--- config.mk ---
export PLATFORM = sky130hd
export DESIGN_NAME = md_stall_ctrl_flat
export DESIGN_NICKNAME = d
export VERILOG_FILES = /design/src/rtl/md_stall_ctrl_pkg.sv /design/src/rtl/md_stall_ctrl_if.sv /design/src/rtl/md_stall_ctrl_class_dec.sv /design/src/rtl/md_stall_ctrl.sv /design/src/flat_wrapper.sv
export SDC_FILE = /design/constraint.sdc
export NUM_CORES = 1
export LEC_CHECK = 0
export ABC_CLOCK_PERIOD_IN_PS = 1790
export BUFFER_PORTS_ARGS = -buffer_cell sky130_fd_sc_hd__buf_2
export CORE_MARGIN = 5
export CORE_UTILIZATION = 28
export CTS_BUF_LIST = sky130_fd_sc_hd__clkbuf_16
export CTS_CLUSTER_DIAMETER = 150
export CTS_CLUSTER_SIZE = 28
export DETAILED_ROUTE_END_ITERATION = 6
export GPL_TIMING_DRIVEN = 0
export PLACE_DENSITY_LB_ADDON = 0.08
export SYNTH_ARGS = -nofsm -noshare
export SYNTH_HDL_FRONTEND = slang
export SYNTH_SLANG_ARGS = --single-unit
--- constraint.sdc ---
create_clock -name clk -period 1.79 [get_ports clk]
set_input_delay 0.2685 -clock clk [delete_from_list [all_inputs] [get_ports clk]]
set_output_delay 0.2685 -clock clk [all_outputs]
set_load 0.01 [all_outputs]
--- src/rtl/md_stall_ctrl_pkg.sv ---
// rtl/md_stall_ctrl_pkg.sv - shared opcode/funct constants and FSM encoding for the MDU stall controller
package md_stall_ctrl_pkg;

  localparam logic [5:0] SPECIAL = 6'b000000;
  localparam logic [5:0] F_MULT  = 6'b011000;
  localparam logic [5:0] F_MULTU = 6'b011001;
  localparam logic [5:0] F_DIV   = 6'b011010;
  localparam logic [5:0] F_DIVU  = 6'b011011;
  localparam logic [5:0] F_MFHI  = 6'b010000;
  localparam logic [5:0] F_MTHI  = 6'b010001;
  localparam logic [5:0] F_MFLO  = 6'b010010;
  localparam logic [5:0] F_MTLO  = 6'b010011;

  typedef enum logic [1:0] {
    ST_IDLE = 2'd0,
    ST_MULT = 2'd1,
    ST_DIV  = 2'd2
  } md_state_e;

endpackage

--- src/rtl/md_stall_ctrl_if.sv ---
// rtl/md_stall_ctrl_if.sv - pipeline-side signal bundle of the MDU stall controller
interface md_stall_ctrl_if;

  logic [31:0] Instr_D;
  logic [31:0] Instr_E;
  logic        IntReq;
  logic        ExcReq;
  logic        mdu_busy;
  logic        md_start;
  logic        md_busy_exp;
  logic        stall_D;
  logic        proto_err;

  // pipeline / MDU side
  modport master (
    output Instr_D, Instr_E, IntReq, ExcReq, mdu_busy,
    input  md_start, md_busy_exp, stall_D, proto_err
  );

  // controller side
  modport slave (
    input  Instr_D, Instr_E, IntReq, ExcReq, mdu_busy,
    output md_start, md_busy_exp, stall_D, proto_err
  );

endinterface

--- src/rtl/md_stall_ctrl_class_dec.sv ---
// rtl/md_stall_ctrl_class_dec.sv - classifies an instruction as MDU start / divide / HI-LO access
module md_class_dec
  import md_stall_ctrl_pkg::*;
(
  input  logic [31:0] instr,
  output logic        is_start,
  output logic        is_div,
  output logic        is_hilo
);

  logic [5:0] opcode;
  logic [5:0] funct;
  logic       special;
  logic       unused_fields;

  assign opcode  = instr[31:26];
  assign funct   = instr[5:0];
  assign special = (opcode == SPECIAL);

  // register fields play no part in the class decision
  assign unused_fields = ^instr[25:6];

  // mthi/mtlo touch HI/LO but never launch the MDU
  always_comb begin
    is_start = 1'b0;
    is_div   = 1'b0;
    is_hilo  = 1'b0;
    if (special) begin
      is_start = (funct == F_MULT) || (funct == F_MULTU) ||
                 (funct == F_DIV)  || (funct == F_DIVU);
      is_div   = (funct == F_DIV)  || (funct == F_DIVU);
      is_hilo  = is_start ||
                 (funct == F_MFHI) || (funct == F_MTHI) ||
                 (funct == F_MFLO) || (funct == F_MTLO);
    end
  end

endmodule

--- src/rtl/md_stall_ctrl.sv ---
// rtl/md_stall_ctrl.sv - MDU start strobe, latency tracking, D-stage stall and busy cross-check
module md_stall_ctrl
  import md_stall_ctrl_pkg::*;
#(
  parameter int MULT_LAT = 5,
  parameter int DIV_LAT  = 10
) (
  input  logic                clk,
  input  logic                reset,
  md_stall_ctrl_if.slave      bus
);

  localparam logic [3:0] MULT_LD = 4'(MULT_LAT - 1);
  localparam logic [3:0] DIV_LD  = 4'(DIV_LAT - 1);

  md_state_e  state, state_n;
  logic [3:0] cnt, cnt_n;
  logic       perr, perr_n;

  logic e_start, e_div, e_hilo_unused;
  logic d_hilo, d_start_unused, d_div_unused;

  md_class_dec u_dec_e (
    .instr    (bus.Instr_E),
    .is_start (e_start),
    .is_div   (e_div),
    .is_hilo  (e_hilo_unused)
  );

  md_class_dec u_dec_d (
    .instr    (bus.Instr_D),
    .is_start (d_start_unused),
    .is_div   (d_div_unused),
    .is_hilo  (d_hilo)
  );

  // interrupts and exceptions suppress the launch but not an operation already running
  assign bus.md_start    = e_start & ~bus.IntReq & ~bus.ExcReq;
  assign bus.md_busy_exp = (state != ST_IDLE);
  assign bus.stall_D     = d_hilo & (bus.md_start | bus.md_busy_exp | bus.mdu_busy);
  assign bus.proto_err   = perr;

  // state, latency counter and sticky error flag
  always_ff @(posedge clk) begin
    if (reset) begin
      state <= ST_IDLE;
      cnt   <= 4'd0;
      perr  <= 1'b0;
    end else begin
      state <= state_n;
      cnt   <= cnt_n;
      perr  <= perr_n;
    end
  end

  // next state: a new start always wins, reloading even if the previous op is unfinished
  always_comb begin
    state_n = state;
    cnt_n   = cnt;
    perr_n  = perr;
    if (bus.mdu_busy != bus.md_busy_exp) begin
      perr_n = 1'b1;
    end
    if (bus.md_start) begin
      if (state != ST_IDLE) begin
        perr_n = 1'b1;
      end
      state_n = e_div ? ST_DIV : ST_MULT;
      cnt_n   = e_div ? DIV_LD : MULT_LD;
    end else if (state != ST_IDLE) begin
      if (cnt == 4'd0) begin
        state_n = ST_IDLE;
      end else begin
        cnt_n = cnt - 4'd1;
      end
    end
  end

endmodule

--- src/flat_wrapper.sv ---
// flat-port wrapper written by rule: the top's interface ports become plain ports
module md_stall_ctrl_flat import md_stall_ctrl_pkg::*;
#(
  parameter int MULT_LAT = 5,
  parameter int DIV_LAT  = 10
)
  (clk, reset, bus_Instr_D, bus_Instr_E, bus_IntReq, bus_ExcReq, bus_mdu_busy, bus_md_start, bus_md_busy_exp, bus_stall_D, bus_proto_err);
  md_stall_ctrl_if bus_i ();
  input  logic clk;
  input  logic reset;
  input wire logic [$bits(bus_i.Instr_D)-1:0] bus_Instr_D;
  input wire logic [$bits(bus_i.Instr_E)-1:0] bus_Instr_E;
  input wire logic [$bits(bus_i.IntReq)-1:0] bus_IntReq;
  input wire logic [$bits(bus_i.ExcReq)-1:0] bus_ExcReq;
  input wire logic [$bits(bus_i.mdu_busy)-1:0] bus_mdu_busy;
  output wire logic [$bits(bus_i.md_start)-1:0] bus_md_start;
  output wire logic [$bits(bus_i.md_busy_exp)-1:0] bus_md_busy_exp;
  output wire logic [$bits(bus_i.stall_D)-1:0] bus_stall_D;
  output wire logic [$bits(bus_i.proto_err)-1:0] bus_proto_err;
  assign bus_i.Instr_D = bus_Instr_D;
  assign bus_i.Instr_E = bus_Instr_E;
  assign bus_i.IntReq = bus_IntReq;
  assign bus_i.ExcReq = bus_ExcReq;
  assign bus_i.mdu_busy = bus_mdu_busy;
  assign bus_md_start = bus_i.md_start;
  assign bus_md_busy_exp = bus_i.md_busy_exp;
  assign bus_stall_D = bus_i.stall_D;
  assign bus_proto_err = bus_i.proto_err;
  md_stall_ctrl #(.MULT_LAT(MULT_LAT), .DIV_LAT(DIV_LAT)) u_core (.clk(clk), .reset(reset), .bus(bus_i));
endmodule
==> results.md, run 1 <==
* Run status: completed
* Largest cells by area after synthesis: dfxtp_1 30%, nor4_4 9.1%, a211oi_2 5.3%
* CP Max Fanout at 4
* Via count at 462
* Die area at 2590 µm²
* Yosys warns at 0
* Starting density of the core at 0.304
* Top Family by Delay on Critical Path: compound AO/OA/AOI/OAI gates
* MaxCap Viol Count at 0
* Fin area at 707 µm²
* Setup Buffers After CTS at 0
* Synth Area in Compound Gates at 0.214
* Critical-path cell list: inv_1, ha_1, o21ai_0, nor3b_1, a211oi_2, a211oi_2
* Placed inst area at 628 µm²
* Worst R2R Start: u_core.cnt[0]
* LEAKAGE at 0.301 nW
* Total CTS buffers at 3
* Post-Synth Simple-Gate Area at 0.369
* Core ar. at 1540 µm²
* Wire per inst at 11.1 µm
* Fin crit share at 0.819
* CP peak stage delay at 0.33 ns
* Final setup margin at 0.324 ns
* GRT Resource Usage Total at 0.0917
* Final Hold Violating Endpoints at 0
* Adder-cell share of the synthesized area at 0.0267
* Worst setup SP type: register
* Sequential share of the synthesized area at 0.299
* Type of the tightest min-delay check: in2reg
* Die width at 50.9 µm
* Initial antenna violation count at 0
* Critical Path Start: u_core.cnt[0]
* Worst path slowest cell: dfxtp_1
* Clock period minus worst slack at 1.47 ns
* Avg Cell Area, Syn at 9.96 µm²
* Sequential cell area at 140 µm²
* CTS root buf: clkbuf_16
* CTS max path bufs at 2
* CTS tree: built
* Area leader, netlist: dfxtp_1
* Critical hold path startpoint: bus_Instr_E[1]
* Multiplexer share of the synthesized area at 0.0214
* Mapped Cells at 47
* Multi-input gate area at 304 µm²
* Fmax at 682 MHz
* Fillers at 160
* Final ANT Viol Nets at 0
* Worst EP required at 1.94 ns
* Number of I/O pins at 73
* Synthesized flop and latch total at 7
* Crit path arrival time at 1.61 ns
* Main combinational cell family by area after synthesis: simple AND/OR/NAND/NOR gates
* Die Y at 50.9 µm
* Critical path capture point type: register
* DR iter-0 viols at 4
* Net Count, Synth at 117
* DRT Pass-1 Iters at 3
* Reg clk slew, reported paths at 0.04 ns
* Crit path top cell by count: a211oi_2
* Number of global-route vias before repair at 453
* Syn-to-layout area delta at 51.1%
* Synthesized area at 468 µm²
* Netlist cell types at 27
* Post-DP HPWL at 899 µm
* Final core occ at 0.459
* RePlAce Congestion at 0.641
* Post-DR vias/cell at 4.86
* GRT Residual Overflow at 0
* XOR/XNOR Fraction of Synth Area at 0.0187
* Final #Nets at 150
* # rows at 14
* Fin Setup TNS at 0 ns
* Setup violations, final at 0
* First-pass GRT wire length at 1.74 mm
* Non-filler cells in the finished layout at 95
* Fraction of layout cells with a size suffix above 1 at 0.532
* Number of hold buffers added after cts at 0
* RSZ-0062 raised after global routing: false
* Worst-skew pair later-pin latency at 0.23 ns
* Placed cell count at 91
* Largest net degree at the start of global routing at 9
* CTS Sinks at 7
* WP buf/inv at 1
* ANT cells at 0
* Critical path type: reg2reg
* DRC Markers at 0
* Port Buffers at 28
* Worst-Margin Slew at 0.351 ns
* Hold WS at 0.281 ns
* Fin. max-slew vios at 0
* Post-synth top area share at 0.299
* Placement Setup Slack at 0.347 ns
* Final WL at 1.06 mm
* Peak supply drop at 298 µV
* Max Clock Skew at 0.000925 ns
* Post_cts resized at 0
* PD cells at 811 nW/µm²
* Max-slew headroom at 0.763
* Power, Total at 574 µW
* H-Tree Depth at 1
==> power by group <==
group | leakage, nW | internal [mW] | switching (mW) | total (mW)
clock | 0.0423 | 0.290 | 0.0791 | 0.369
sequential | 0.0567 | 0.159 | 0.000829 | 0.159
combinational | 0.202 | 0.0254 | 0.0197 | 0.0451
==> cell usage after synthesis <==
cell type,n
nand3_1,2
and4bb_2,1
mux2i_1,1
nor3_1,1
nand2_1,2
nor2_1,5
a211oi_1,2
a21oi_4,1
clkinv_4,1
nor4_4,2
a2111oi_2,1
nor4_1,1
nor4_2,1
nand4b_1,1
a211oi_2,2
o21ai_0,1
nand3_4,1
nand2b_1,1
a221oi_1,1
inv_1,4
dfxtp_1,7
ha_1,1
nor3b_1,1
a21oi_1,3
nor2_4,1
and3_1,1
xnor2_1,1
==> path summary, 6_finish.rpt <==
path	slack, ns	end	depth (start not counted)
worst max-delay path	0.32	u_core.cnt[2]	6
worst min-delay path	0.28	u_core.cnt[2]	2
worst max register to register	0.32	u_core.cnt[2]	6
worst min register to register	0.50	u_core.bus.proto_err	2
==> registers in the layout, summed over array words and instances, names as in the netlist <==
register	cells
u_core.cnt	4
u_core.state	2
u_core.bus.proto_err	1
==> final cells by class <==
class,count,share of cell area
clock buffer,3,0.106
clock inverter,1,0.00531
inverter,5,0.0336
multi-input combinational,35,0.430
sequential,7,0.198
tap,16,0.0283
timing repair buffer,28,0.198
==> worst reg2reg max path, cell delays in order, from the launching register on <==
cell	delay, ns
dfxtp_1	0.33
inv_1	0.06
ha_1	0.25
o21ai_0	0.20
nor3b_1	0.27
a211oi_2	0.08
a211oi_2	0.20
==> cell usage in the layout, fill, tap and decap left out, types with 2 or more instances in the layout <==
master	n
nor2_1	5
a21oi_1	3
buf_2	28
clkbuf_16	3
a211oi_1	2
dfxtp_1	7
nand2_1	2
a211oi_2	2
nor4_4	2
inv_1	5
nand3_1	2
==> per-layer routing <==
layer	track usage	wire [µm]	vias to the layer above
met3	0.0465	137	4
met5	0	0	-
met1	0.109	471	193
met4	0.0766	29	0
met2	0.120	420	25
li1	-	-	240
==> kinds of logic (layout without fill, tap and decap cells) <==
kind of cell               Yosys count  count (layout)
DFF                                  7               7
and+or+nand+nor                     21              21
AOI/OAI and AO/OA                   11              11
adders and majority gates            1               1
muxes                                1               1
xor gates and xnor gates             1               1
buffers and inverters                5              37
(Power assumes the default switching activity.)
==> run 2, diff against run 1 <==
--- a/config.mk
+++ b/config.mk
@@ -5,7 +5,7 @@
 export SDC_FILE = /design/constraint.sdc
 export NUM_CORES = 1
 export LEC_CHECK = 0
-export ABC_CLOCK_PERIOD_IN_PS = 1790
+export ABC_CLOCK_PERIOD_IN_PS = 1450
 export BUFFER_PORTS_ARGS = -buffer_cell sky130_fd_sc_hd__buf_2
 export CORE_MARGIN = 5
 export CORE_UTILIZATION = 28
==> constraint.sdc (replaced) <==
create_clock -name clk -period 1.45 [get_ports clk]
set_input_delay 0.2175 -clock clk [delete_from_list [all_inputs] [get_ports clk]]
set_output_delay 0.2175 -clock clk [all_outputs]
set_load 0.01 [all_outputs]
==> run 2 against run 1 <==
Net effect:
- count of clock-buffer cells in the layout unchanged
- critical path type is now reg2out
- flip-flop and latch count unchanged
- cell count is 3.2% higher
- combinational power grew 24%
==> results.md, run 2 (synthesis gave the netlist of run 1 again) <==
* CP Max Fanout at 3 (-1)
* H-Tree Depth at 1 (unchanged)
* Die Y at 50.9 µm (unchanged)
* Placed inst area at 628 µm² (unchanged)
* Max Clock Skew at 0.000891 ns (-0.0000339 ns)
* Worst-Margin Slew at 0.262 ns (-0.0897 ns)
* P_int at 585 µW (+23%)
* DRC Markers at 0 (unchanged)
* Number of I/O pins at 73 (unchanged)
* Worst-skew pair later-pin latency at 0.23 ns (about the same)
* Commonest non-fill, non-tap cell in the layout: buf_2
* Die area at 2590 µm² (unchanged)
* PD cells at 970 nW/µm² (+20%)
* RSZ-0062 raised after global routing: false
* Final ANT Viol Nets at 0 (unchanged)
* RePlAce Congestion at 0.641 (unchanged)
* Post-DP HPWL at 899 µm (unchanged)
* Hold WS at 0.233 ns (-0.0476 ns)
* Sw Pwr at 125 µW (+25%)
* Syn-to-layout area delta at 56.4%
* Critical path type: reg2out
* Setup violations, final at 0 (unchanged)
* Wire per inst at 11.1 µm (-0.86%)
* Starting density of the core at 0.304 (unchanged)
* Type of the tightest min-delay check: in2reg
* Commonest non-fill, non-tap cells in the layout: 28 x buf_2, 7 x dfxtp_1, 5 x inv_1, 5 x nor2_1
* Total CTS buffers at 3 (unchanged)
* Number of global-route vias before repair at 453 (unchanged)
* Die width at 50.9 µm (unchanged)
* Final #Nets at 153 (+2.0%)
* Biggest register: u_core.cnt
* Worst EP required at 1.23 ns (-0.71 ns)
* Fin. max-slew vios at 0 (unchanged)
* CTS tree: built
* Max FFs per register at 4 (unchanged)
* # rows at 14 (unchanged)
* Hold-critical path depth at 2 (unchanged)
* ANT cells at 0 (unchanged)
* Run status: completed
* Power share of the sequential group at 0.277 (about the same)
* Fillers at 159 (-0.63%)
* CTS Sinks at 7 (unchanged)
* Crit path arrival time at 1.11 ns (-0.50 ns)
* Fin crit share at 0.915
* Worst setup SP type: register
* Clock share of power at 0.644 (about the same)
* DR iter-0 viols at 3 (-1)
* Reg clk slew, reported paths at 0.03 ns (about the same)
* LEAKAGE at 0.314 nW (+4.2%)
* Initial antenna violation count at 0 (unchanged)
* Sw Ratio at 0.176 (+0.00206)
* Post-DR vias/cell at 4.84 (-0.54%)
* Fmax at 754 MHz
* CTS max path bufs at 2 (unchanged)
* CTS root buf: clkbuf_16
* GRT Resource Usage Total at 0.0917 (unchanged)
* GRT Residual Overflow at 0 (unchanged)
* DRT Pass-1 Iters at 3 (unchanged)
* Fin area at 732 µm² (+3.5%)
* Final Hold Violating Endpoints at 0 (unchanged)
* Fin Setup TNS at 0 ns (unchanged)
* Core ar. at 1540 µm² (unchanged)
* First-pass GRT wire length at 1.74 mm (unchanged)
* R2R cell count at 6 (unchanged)
* Clock period minus worst slack at 1.33 ns
* Peak supply drop at 368 µV (+24%)
* Final WL at 1.08 mm (+2.3%)
* Largest net degree at the start of global routing at 9 (unchanged)
* MaxCap Viol Count at 0 (unchanged)
* Max-slew headroom at 0.824 (+0.0609)
* Combinational share of power at 0.079 (about the same)
* Via count at 474 (+2.6%)
* Fraction of layout cells with a size suffix above 1 at 0.561 (+0.0293)
* Critical path capture point type: output pin
* Port Buffers at 28 (unchanged)
run 2: final timing paths:
kind	start	to	slack (ns)
max reg2reg	u_core.cnt[0]	u_core.cnt[2]	0.13
min reg2reg	u_core.bus.proto_err	u_core.bus.proto_err	0.50
min	bus_Instr_E[1]	u_core.cnt[2]	0.23
max	u_core.state[1]	bus_stall_D	0.12
run 2: layer usage:
metal	GRT usage	wire [µm]	up-vias
met5	0	0	-
met4	0.0766	29	0
met3	0.0465	137	4
met2	0.120	439	25
met1	0.109	475	199
li1	-	-	246
run 2: worst max-delay path: stages, from the launching register on:
cell and delay [ns]:
dfxtp_1 0.33, nor2_4 0.12, inv_1 0.07, nor2_1 0.13, a21oi_1 0.08, buf_2 0.14
run 2: power groups by stage:
stage / clock (mW) / combinational, mW / sequential (mW)
finish: 0.458 / 0.0557 / 0.197
detailed placement: 0 / 0.0565 / 0.199
CTS: 0.469 / 0.0565 / 0.197
floorplan: 0 / 0.0113 / 0.201
global route: 0.483 / 0.0616 / 0.197
global placement: 0 / 0.0560 / 0.200
run 2: what timing repair did:
| action | CTS | global route |
|---|---|---|
| setup buffers | 0 | 3 |
| endpoints found under the setup margin | 1 | 3 |
| pin swaps | 1 | 2 |
| resized for setup | 1 | 1 |
| hold buffers | 0 | 0 |
run 2: metrics by stage:
step | worst slack [ns] | util | total power [mW] | std cells
floorplan | 0.142 | - | 0.212 | 47
global placement | 0.0550 | 0.407 | 0.256 | 91
detailed placement | 0.00666 | 0.407 | 0.256 | 91
CTS | 0.0441 | 0.459 | 0.722 | 95
global route | 0.0327 | 0.475 | 0.741 | 98
finish | 0.123 | 0.475 | 0.710 | 98
run 2: cell type report:
cell class	instances	area, µm²	share of cell area
Tap cell	16	20.0	0.0274
Multi-Input combinational cell	35	307	0.419
Inverter	5	23.8	0.0325
Sequential cell	7	140	0.191
Clock inverter	1	3.75	0.00513
Clock buffer	3	75.1	0.103
Timing Repair Buffer	31	163	0.222
